`src/rtl/imem_loader.sv`:
```
// Boot loader: packs a valid/ready byte stream into 32-bit little-endian words and writes them to instruction memory.
// imem_we rises one cycle after a word completes and holds until imem_ready; the core stays in reset until the image is written.
module imem_loader #(
   parameter int unsigned DEPTH_WORDS = 256,
   parameter logic [31:0] BASE_ADDR   = 32'h0000_0000
) (
   input  logic                          clk,
   input  logic                          reset,
   input  logic                          start,
   input  logic                          in_valid,
   input  logic [7:0]                    in_data,
   input  logic                          in_last,
   output logic                          in_ready,
   output logic                          imem_we,
   output logic [31:0]                   imem_addr,
   output logic [31:0]                   imem_wdata,
   input  logic                          imem_ready,
   output logic                          cpu_hold,
   output logic                          done,
   output logic                          error,
   output logic [$clog2(DEPTH_WORDS):0]  word_count
);

   localparam int WCW = $clog2(DEPTH_WORDS) + 1;
   localparam logic [WCW-1:0] DEPTH_W = WCW'(DEPTH_WORDS);

   localparam logic [2:0] S_IDLE    = 3'd0;
   localparam logic [2:0] S_COLLECT = 3'd1;
   localparam logic [2:0] S_WRITE   = 3'd2;
   localparam logic [2:0] S_DONE    = 3'd3;
   localparam logic [2:0] S_ERROR   = 3'd4;

   logic [2:0] state;
   logic [1:0] idx;
   logic       last_flag;
   logic       accept;
   logic       word_end;
   logic       wr_accept;

   // in_ready is only ever high in COLLECT, so accept implies COLLECT.
   assign accept    = in_valid && in_ready;
   assign word_end  = accept && ((idx == 2'd3) || in_last);
   assign wr_accept = imem_we && imem_ready;

   always_ff @(posedge clk or negedge reset) begin
      if (!reset) begin
         state      <= S_IDLE;
         in_ready   <= 1'b0;
         imem_we    <= 1'b0;
         imem_addr  <= BASE_ADDR;
         imem_wdata <= '0;
         cpu_hold   <= 1'b1;
         done       <= 1'b0;
         error      <= 1'b0;
         word_count <= '0;
         idx        <= '0;
         last_flag  <= 1'b0;
      end else begin
         case (state)
            S_IDLE, S_DONE, S_ERROR: begin
               if (start) begin
                  state      <= S_COLLECT;
                  in_ready   <= 1'b1;
                  word_count <= '0;
                  idx        <= '0;
                  last_flag  <= 1'b0;
                  imem_wdata <= '0;
                  cpu_hold   <= 1'b1;
                  done       <= 1'b0;
                  error      <= 1'b0;
               end
            end
            S_COLLECT: begin
               if (accept) begin
                  imem_wdata[8*idx +: 8] <= in_data;
                  idx                    <= idx + 2'd1;
                  if (word_end) begin
                     in_ready  <= 1'b0;
                     last_flag <= in_last;
                     // Overflow is detected before any write is issued for the extra word.
                     if (word_count == DEPTH_W) begin
                        state <= S_ERROR;
                        error <= 1'b1;
                     end else begin
                        state     <= S_WRITE;
                        imem_we   <= 1'b1;
                        imem_addr <= BASE_ADDR + (32'(word_count) << 2);
                     end
                  end
               end
            end
            S_WRITE: begin
               if (wr_accept) begin
                  imem_we    <= 1'b0;
                  word_count <= word_count + 1'b1;
                  idx        <= '0;
                  imem_wdata <= '0;
                  if (last_flag) begin
                     state    <= S_DONE;
                     cpu_hold <= 1'b0;
                     done     <= 1'b1;
                  end else begin
                     state    <= S_COLLECT;
                     in_ready <= 1'b1;
                  end
               end
            end
            default: state <= S_IDLE;
         endcase
      end
   end

endmodule

```
`config.mk`:
```
export PLATFORM = sky130hd
export DESIGN_NAME = imem_loader
export DESIGN_NICKNAME = d
export VERILOG_FILES = /design/src/rtl/imem_loader.sv
export SDC_FILE = /design/constraint.sdc
export NUM_CORES = 1
export LEC_CHECK = 0
export CORE_MARGIN = 5
export CORE_UTILIZATION = 35
export DETAILED_ROUTE_END_ITERATION = 10
export MAX_ROUTING_LAYER = met4
export SLEW_MARGIN = 20
export SYNTH_ARGS = -nofsm -noshare
export SYNTH_HDL_FRONTEND = slang
export SYNTH_SLANG_ARGS = --single-unit
```
`constraint.sdc`:
```
create_clock -name clk -period 1.8 [get_ports clk]
set_input_delay 0.36 -clock clk [delete_from_list [all_inputs] [get_ports clk]]
set_output_delay 0.36 -clock clk [all_outputs]
set_load 0.01 [all_outputs]
```
# Yosys cells after proc, flatten, opt, wreduce, memory -nomap -nowiden
# Cells that the tools add are included.
[classes]
add_sub_neg = 3
n_eq_ne = 14
shift = 2
muxes = 44
bitwise_logic = 1
reduce_logical = 19
[op_table]
columns = ["op", "count"]
rows = [
  ["2-to-1 mux 32 bit", 3],
  ["one-hot mux 32 bit (3 select lines)", 1],
  ["negator 5 -> 34 bit", 1],
  ["variable shift 8 x 34 -> 32 bit (first input constant)", 1],
  ["variable part select 8 x 34 -> 32 bit", 1],
  ["bitwise mux 32 bit", 1],
  ["AND reduction 4 bit", 5],
  ["2-to-1 mux 1 bit", 19],
  ["2-to-1 mux 9 bit", 2],
  ["one-hot mux 9 bit (2 select lines)", 1],
  ["!= test 2 bit (second input constant)", 8],
  ["2-to-1 mux 3 bit", 5],
  ["one-hot mux 1 bit (2 select lines)", 5],
  ["AND reduction 5 bit", 2],
  ["adder 9 x 1 -> 9 bit (second input constant)", 1],
  ["== test 9 bit (second input constant)", 1],
  ["one-hot mux 3 bit (3 select lines)", 1],
  ["2-to-1 mux 2 bit", 4],
  ["== test 3 x 2 -> 1 bit (second input constant)", 2],
  ["one-hot mux 2 bit (3 select lines)", 1],
  ["AND reduction 6 bit", 1],
  ["nonzero test 2 bit", 3],
  ["== test 3 x 1 -> 1 bit (second input constant)", 1],
  ["== test 3 bit (second input constant)", 1],
  ["10 further kinds", 12],
]
[totals]
ff_bits = 61
input_bits = 14
output_inout_bits = 78
word_cells = 94

# Logic depth before layout (Yosys ltp)
[logic_depth]
ltp_word = 6
ltp_mapped = 7
depth_no_buf = 6

# Worst setup path before layout
# Ideal clock, no wire load.
[synth_timing]
path_type = "flip-flop to flip-flop"
from = "register state[2]"
to = "register error"
setup_ns = 0.124
arrival_time_ns = 1.621
required_time_ns = 1.676
slack_ns = 0.055
stages_incl_launch_ff = 7
path_buffers = 2
period_less_slack_ns = 1.745
path_cell_list = "dfrtp_1 -> buf_6 -> or3b_4 -> buf_12 -> o211ai_4 -> nor3_1 -> a211o_1"
[synth_between]
elab_chain_len = 4
elab_cells_between_ends = 12
cone_classes = "eq/ne (7); mux (1); reduce/logical (4)"
[synth_rtl]
columns = ["element", "line_no", "text"]
rows = [
  ["from (decl)", "33", "logic [2:0] state;"],
  ["from (signal assigned)", "47", "state <= S_IDLE;"],
  ["from (signal assigned)", "62", "state <= S_COLLECT;"],
  ["from (signal assigned)", "82", "state <= S_ERROR;"],
  ["== test 3 x 2 -> 1 bit (tied with other cells)", "59", "case (state)"],
  ["OR reduction 3 bit", "59", ""],
  ["!= test 2 bit (no line) / nonzero test 2 bit (equally long branches)", "n/a", ""],
  ["AND reduction 5 bit (no line)", "n/a", ""],
  ["to (signal assigned)", "54", "error <= 1'b0;"],
  ["to (signal assigned)", "70", "error <= 1'b0;"],
  ["to (signal assigned)", "83", "error <= 1'b1;"],
  ["to (decl)", "20", "output logic error,"],
]
# Parallel ways exist; a longest one is shown, timed or not.
# A chain may end at the register's enable or synchronous reset.

# Worst setup path after layout
[layout_timing]
from = "register cpu_hold"
to = "output cpu_hold"
[layout_rtl]
columns = ["element", "line_no", "text"]
rows = [
  ["from (decl)", "18", "output logic cpu_hold,"],
  ["from (signal assigned)", "52", "cpu_hold <= 1'b1;"],
  ["from (signal assigned)", "68", "cpu_hold <= 1'b1;"],
  ["from (signal assigned)", "100", "cpu_hold <= 1'b0;"],
]
# No word-level cell between the ends.

==> flow_summary.html <==
<table>
<tr><th>Metric</th><th>Value</th></tr>
<tr><th colspan="2">Timing</th></tr>
<tr><td>Highest achievable clock rate</td><td>569 MHz</td></tr>
<tr><td>Final worst-path setup slack</td><td>0.0429 ns</td></tr>
<tr><td>Final sum of negative setup slack</td><td>0 ns</td></tr>
<tr><td>Period Utilization, post-route</td><td>97.6%</td></tr>
<tr><td>Final setup vio count</td><td>0</td></tr>
<tr><td>Post-layout minimum cycle time</td><td>1.76 ns</td></tr>
<tr><td>Hold Fails Final Rpt</td><td>0</td></tr>
<tr><td>Worst Clk Skew</td><td>0.0134 ns</td></tr>
<tr><td>RSZ-0062 raised after global routing</td><td>yes</td></tr>
<tr><td>Count of final max-slew check failures</td><td>0</td></tr>
<tr><th colspan="2">Final layout</th></tr>
<tr><td>Net count reported at finish</td><td>446</td></tr>
<tr><td>Diode insertion count for antenna repair</td><td>0</td></tr>
<tr><td>Share of layout cells above drive strength 1</td><td>21.2%</td></tr>
<tr><td>Fin cells</td><td>558</td></tr>
<tr><td>Post-layout util</td><td>50.0%</td></tr>
<tr><td>Post-synthesis to final-layout area growth</td><td>39.2%</td></tr>
<tr><th colspan="2">Clock tree</th></tr>
<tr><td>Maximum clock path buffer count</td><td>2</td></tr>
<tr><td>Clock slew at reported path FFs</td><td>0.08 ns</td></tr>
<tr><td>Clock tree from TritonCTS</td><td>done</td></tr>
<tr><td>Num CTS Buffers</td><td>9</td></tr>
<tr><td>Cell at the root of the clock tree</td><td>clkbuf_8</td></tr>
<tr><td>H-Tree Level Count</td><td>3</td></tr>
<tr><td>Clock insertion delay at the later pin of the skew report</td><td>0.34 ns</td></tr>
<tr><td>Number of clock sinks</td><td>61</td></tr>
<tr><th colspan="2">Routing</th></tr>
<tr><td>Iteration count of the initial detailed-routing pass</td><td>5</td></tr>
<tr><td>Number of vias in the routed layout</td><td>2520</td></tr>
<tr><td>Antenna violation net count after detailed routing</td><td>0</td></tr>
<tr><td>Starting DRC count in detailed routing</td><td>72</td></tr>
<tr><td>Sum of routed wire length over all layers</td><td>8130 um</td></tr>
<tr><td>Via density</td><td>4.52</td></tr>
<tr><td>Average wire per cell in the routed design</td><td>14.6 um</td></tr>
<tr><td>Post-route DRC violation count</td><td>0</td></tr>
<tr><th colspan="2">Die</th></tr>
<tr><td>Top-level I/O count</td><td>92</td></tr>
<tr><td>Initial Utilization</td><td>35.9%</td></tr>
<tr><td>Die W</td><td>107 um</td></tr>
<tr><td>Area inside the core boundary</td><td>9240 um2</td></tr>
<tr><td>Die Area</td><td>11500 um2</td></tr>
<tr><td>Rows</td><td>35</td></tr>
<tr><td>Die extent in y</td><td>107 um</td></tr>
<tr><th colspan="2">GRT</th></tr>
<tr><td>Via count of the first global-routing pass</td><td>2597</td></tr>
<tr><td>Wire length of the first global-routing pass</td><td>13000 um</td></tr>
<tr><td>Overall fraction of global-route tracks in use</td><td>14.6%</td></tr>
<tr><td>Total grt overflow</td><td>0</td></tr>
<tr><td>Maximum number of pins on one net before global-route repair</td><td>62</td></tr>
<tr><td>Initial antenna violation count</td><td>0</td></tr>
<tr><th colspan="2">Synth</th></tr>
<tr><td>Per-instance average area after synthesis</td><td>10.5 um2</td></tr>
<tr><td>Seq cells post-synth</td><td>61</td></tr>
<tr><td>Gate count of the mapped netlist</td><td>317</td></tr>
<tr><td>Cell area after synthesis</td><td>3320 um2</td></tr>
<tr><td>Post-synth top flop</td><td>dfrtp_1</td></tr>
<tr><td>Synthesis Warnings</td><td>0</td></tr>
<tr><td>Post-synth EDFFs</td><td>0</td></tr>
<tr><td>Share of synthesized area occupied by flip-flops and latches</td><td>46.1%</td></tr>
<tr><td>Number of different library cells in the post-synthesis netlist</td><td>51</td></tr>
<tr><td>Share of flip-flops with an asynchronous set or reset after synthesis</td><td>100%</td></tr>
<tr><th colspan="2">Critical path</th></tr>
<tr><td>Critical path's largest stage delay</td><td>0.53 ns</td></tr>
<tr><td>Critical path capture point type</td><td>primary output</td></tr>
<tr><td>Crit path max-delay family</td><td>flip-flops</td></tr>
<tr><td>Peak fanout along the critical path</td><td>2</td></tr>
<tr><td>Buffering stage count on the worst path with inverters included</td><td>1</td></tr>
<tr><td>Slowest cell on the critical path</td><td>dfstp_2</td></tr>
<tr><td>Worst setup SP type</td><td>register</td></tr>
<tr><td>Critical path data arrival time</td><td>1.40 ns</td></tr>
<tr><td>Crit-path cells</td><td>clkdlybuf4s50_1</td></tr>
<tr><td>Kind of critical path</td><td>register to primary output</td></tr>
<tr><td>Endpoint required time on the critical path</td><td>1.44 ns</td></tr>
<tr><th colspan="2">Run status</th></tr>
<tr><td>Result of the run</td><td>completed</td></tr>
<tr><th colspan="2">Hold path</th></tr>
<tr><td>Hold Crit Class</td><td>primary input to async pin</td></tr>
<tr><th colspan="2">Placed design</th></tr>
<tr><td>GPL Wtd Cong</td><td>0.832</td></tr>
<tr><td>Pre-CTS setup slack</td><td>-0.310 ns</td></tr>
<tr><td>Number of port buffers</td><td>68</td></tr>
<tr><td>Hpwl dp</td><td>5800 um</td></tr>
<tr><td>Placed cells</td><td>540</td></tr>
<tr><th colspan="2">Power</th></tr>
<tr><td>Worst IR drop on VDD</td><td>0.468 mV</td></tr>
<tr><td>Total power per unit cell area</td><td>1370 nW/um2</td></tr>
<tr><td>Leakage power</td><td>0.00214 uW</td></tr>
<tr><td>Post-layout power</td><td>6330 uW</td></tr>
<tr><th colspan="2">Flow run</th></tr>
<tr><td>Max-capacitance violation count</td><td>0</td></tr>
</table>
==> path summary, 6_finish.rpt <==
path	slack [ns]	depth (start not counted)	from	end
setup / recovery	0.04	1	cpu_hold	cpu_hold
hold / removal	0.008	2	reset	imem_addr[2]
setup reg to reg	0.05	5	state[0]	imem_wdata[21]
hold reg to reg	0.48	2	cpu_hold	cpu_hold
max in group asynchronous	1.48	2	reset	state[0]
min in group clk	0.48	2	cpu_hold	cpu_hold
==> metrics by stage <==
stage,hold slack (ns),area [um2]
finish,0.00814,4620
global placement,0.396,4310
detailed placement,0.403,4310
global route,0.0451,4620
CTS,0.0267,4530
floorplan,0.0644,3400
==> timing repair <==
action | 4_1_cts | 5_1_grt
pin swaps | 1 | 9
hold buffers | 0 | 0
resized for setup | 1 | 17
cloned | 0 | 1
buffers inserted | 1 | 2
setup endpoints to repair | 25 | 44
==> cells by family after synthesis <==
family,share of synthesized area (%)
AO/OA/AOI/OAI,10.6
adder cells (fa/ha/maj),3.02
buffers and inverters,11.7
AND/OR/NAND/NOR,15.8
multiplexers,12.7
other,0.113
flip-flops,46.1
==> power breakdown <==
group	switching, uW	total (uW)	leakage, uW	internal [uW]
Combinational	1560	3160	0.00121	1600
Sequential	185	1810	0.000828	1620
Clock	586	1370	0.000110	780
Total	2330	6330	0.00214	4000
==> sequential cells by signal, indices dropped and copies added, names as in the netlist <==
signal / cells
in_ready: 1
imem_wdata: 32
last_flag: 1
error: 1
word_count: 9
idx: 2
done: 1
imem_addr: 9
state: 3
imem_we: 1
cpu_hold: 1
==> Yosys cell counts (3+ instances only) <==
library cell	number	share of area (%)
nor2_1	6	0.68
o211ai_4	5	3.2
nor3_4	3	1.5
mux2i_1	32	9.7
nand3_1	4	0.60
buf_4	23	5.2
or3_1	7	1.3
dfrtp_1	60	45
nand2_1	46	5.2
buf_2	6	0.91
nand4_1	3	0.57
a21oi_1	11	1.7
mux2_2	9	3.1
o21ai_1	3	0.45
o21ai_0	7	1.1
nand3b_1	3	0.68
nor3_1	3	0.45
inv_1	39	4.4
ha_1	8	3.0
==> layout make-up <==
type | instances | area (um2)
Clock buffer | 10 | 128
Clock inverter | 6 | 87.6
Fill cell | 851 | 4620
Inverter | 40 | 150
Multi-Input combinational cell | 207 | 1550
Sequential cell | 61 | 1530
Tap cell | 129 | 161
Timing Repair Buffer | 105 | 1010
==> cell usage in the layout, fill, tap and decap left out, drive strengths merged, types with 3 or more instances in the layout <==
cell type      synthesis  final
mux2                   9      9
clkinv                 0      4
nand2                 46     46
nor3                   6      6
nor2                   6      6
nor2b                  3      3
nand3                  4      4
dfrtp                 60     60
a21oi                 11     11
o211ai                 6      6
ha                     8      8
nand3b                 3      3
conb                   1     23
mux2i                 32     32
or3                    7      7
nand4                  3      3
clkbuf                 1     10
o21ai                 10     10
buf                   31     38
inv                   40     40
clkdlybuf4s50          0     66
==> layer usage <==
layer / vias to the layer above / share of wire [%] / GRT usage, %
li1: 1236 / - / -
met1: 1214 / 45 / 19.2
met2: 59 / 50 / 23.1
met3: 11 / 3.9 / 2.82
met4: 0 / 1.4 / 4.51
met5: - / 0 / -
Note: power is estimated with default switching activity, not from simulation.
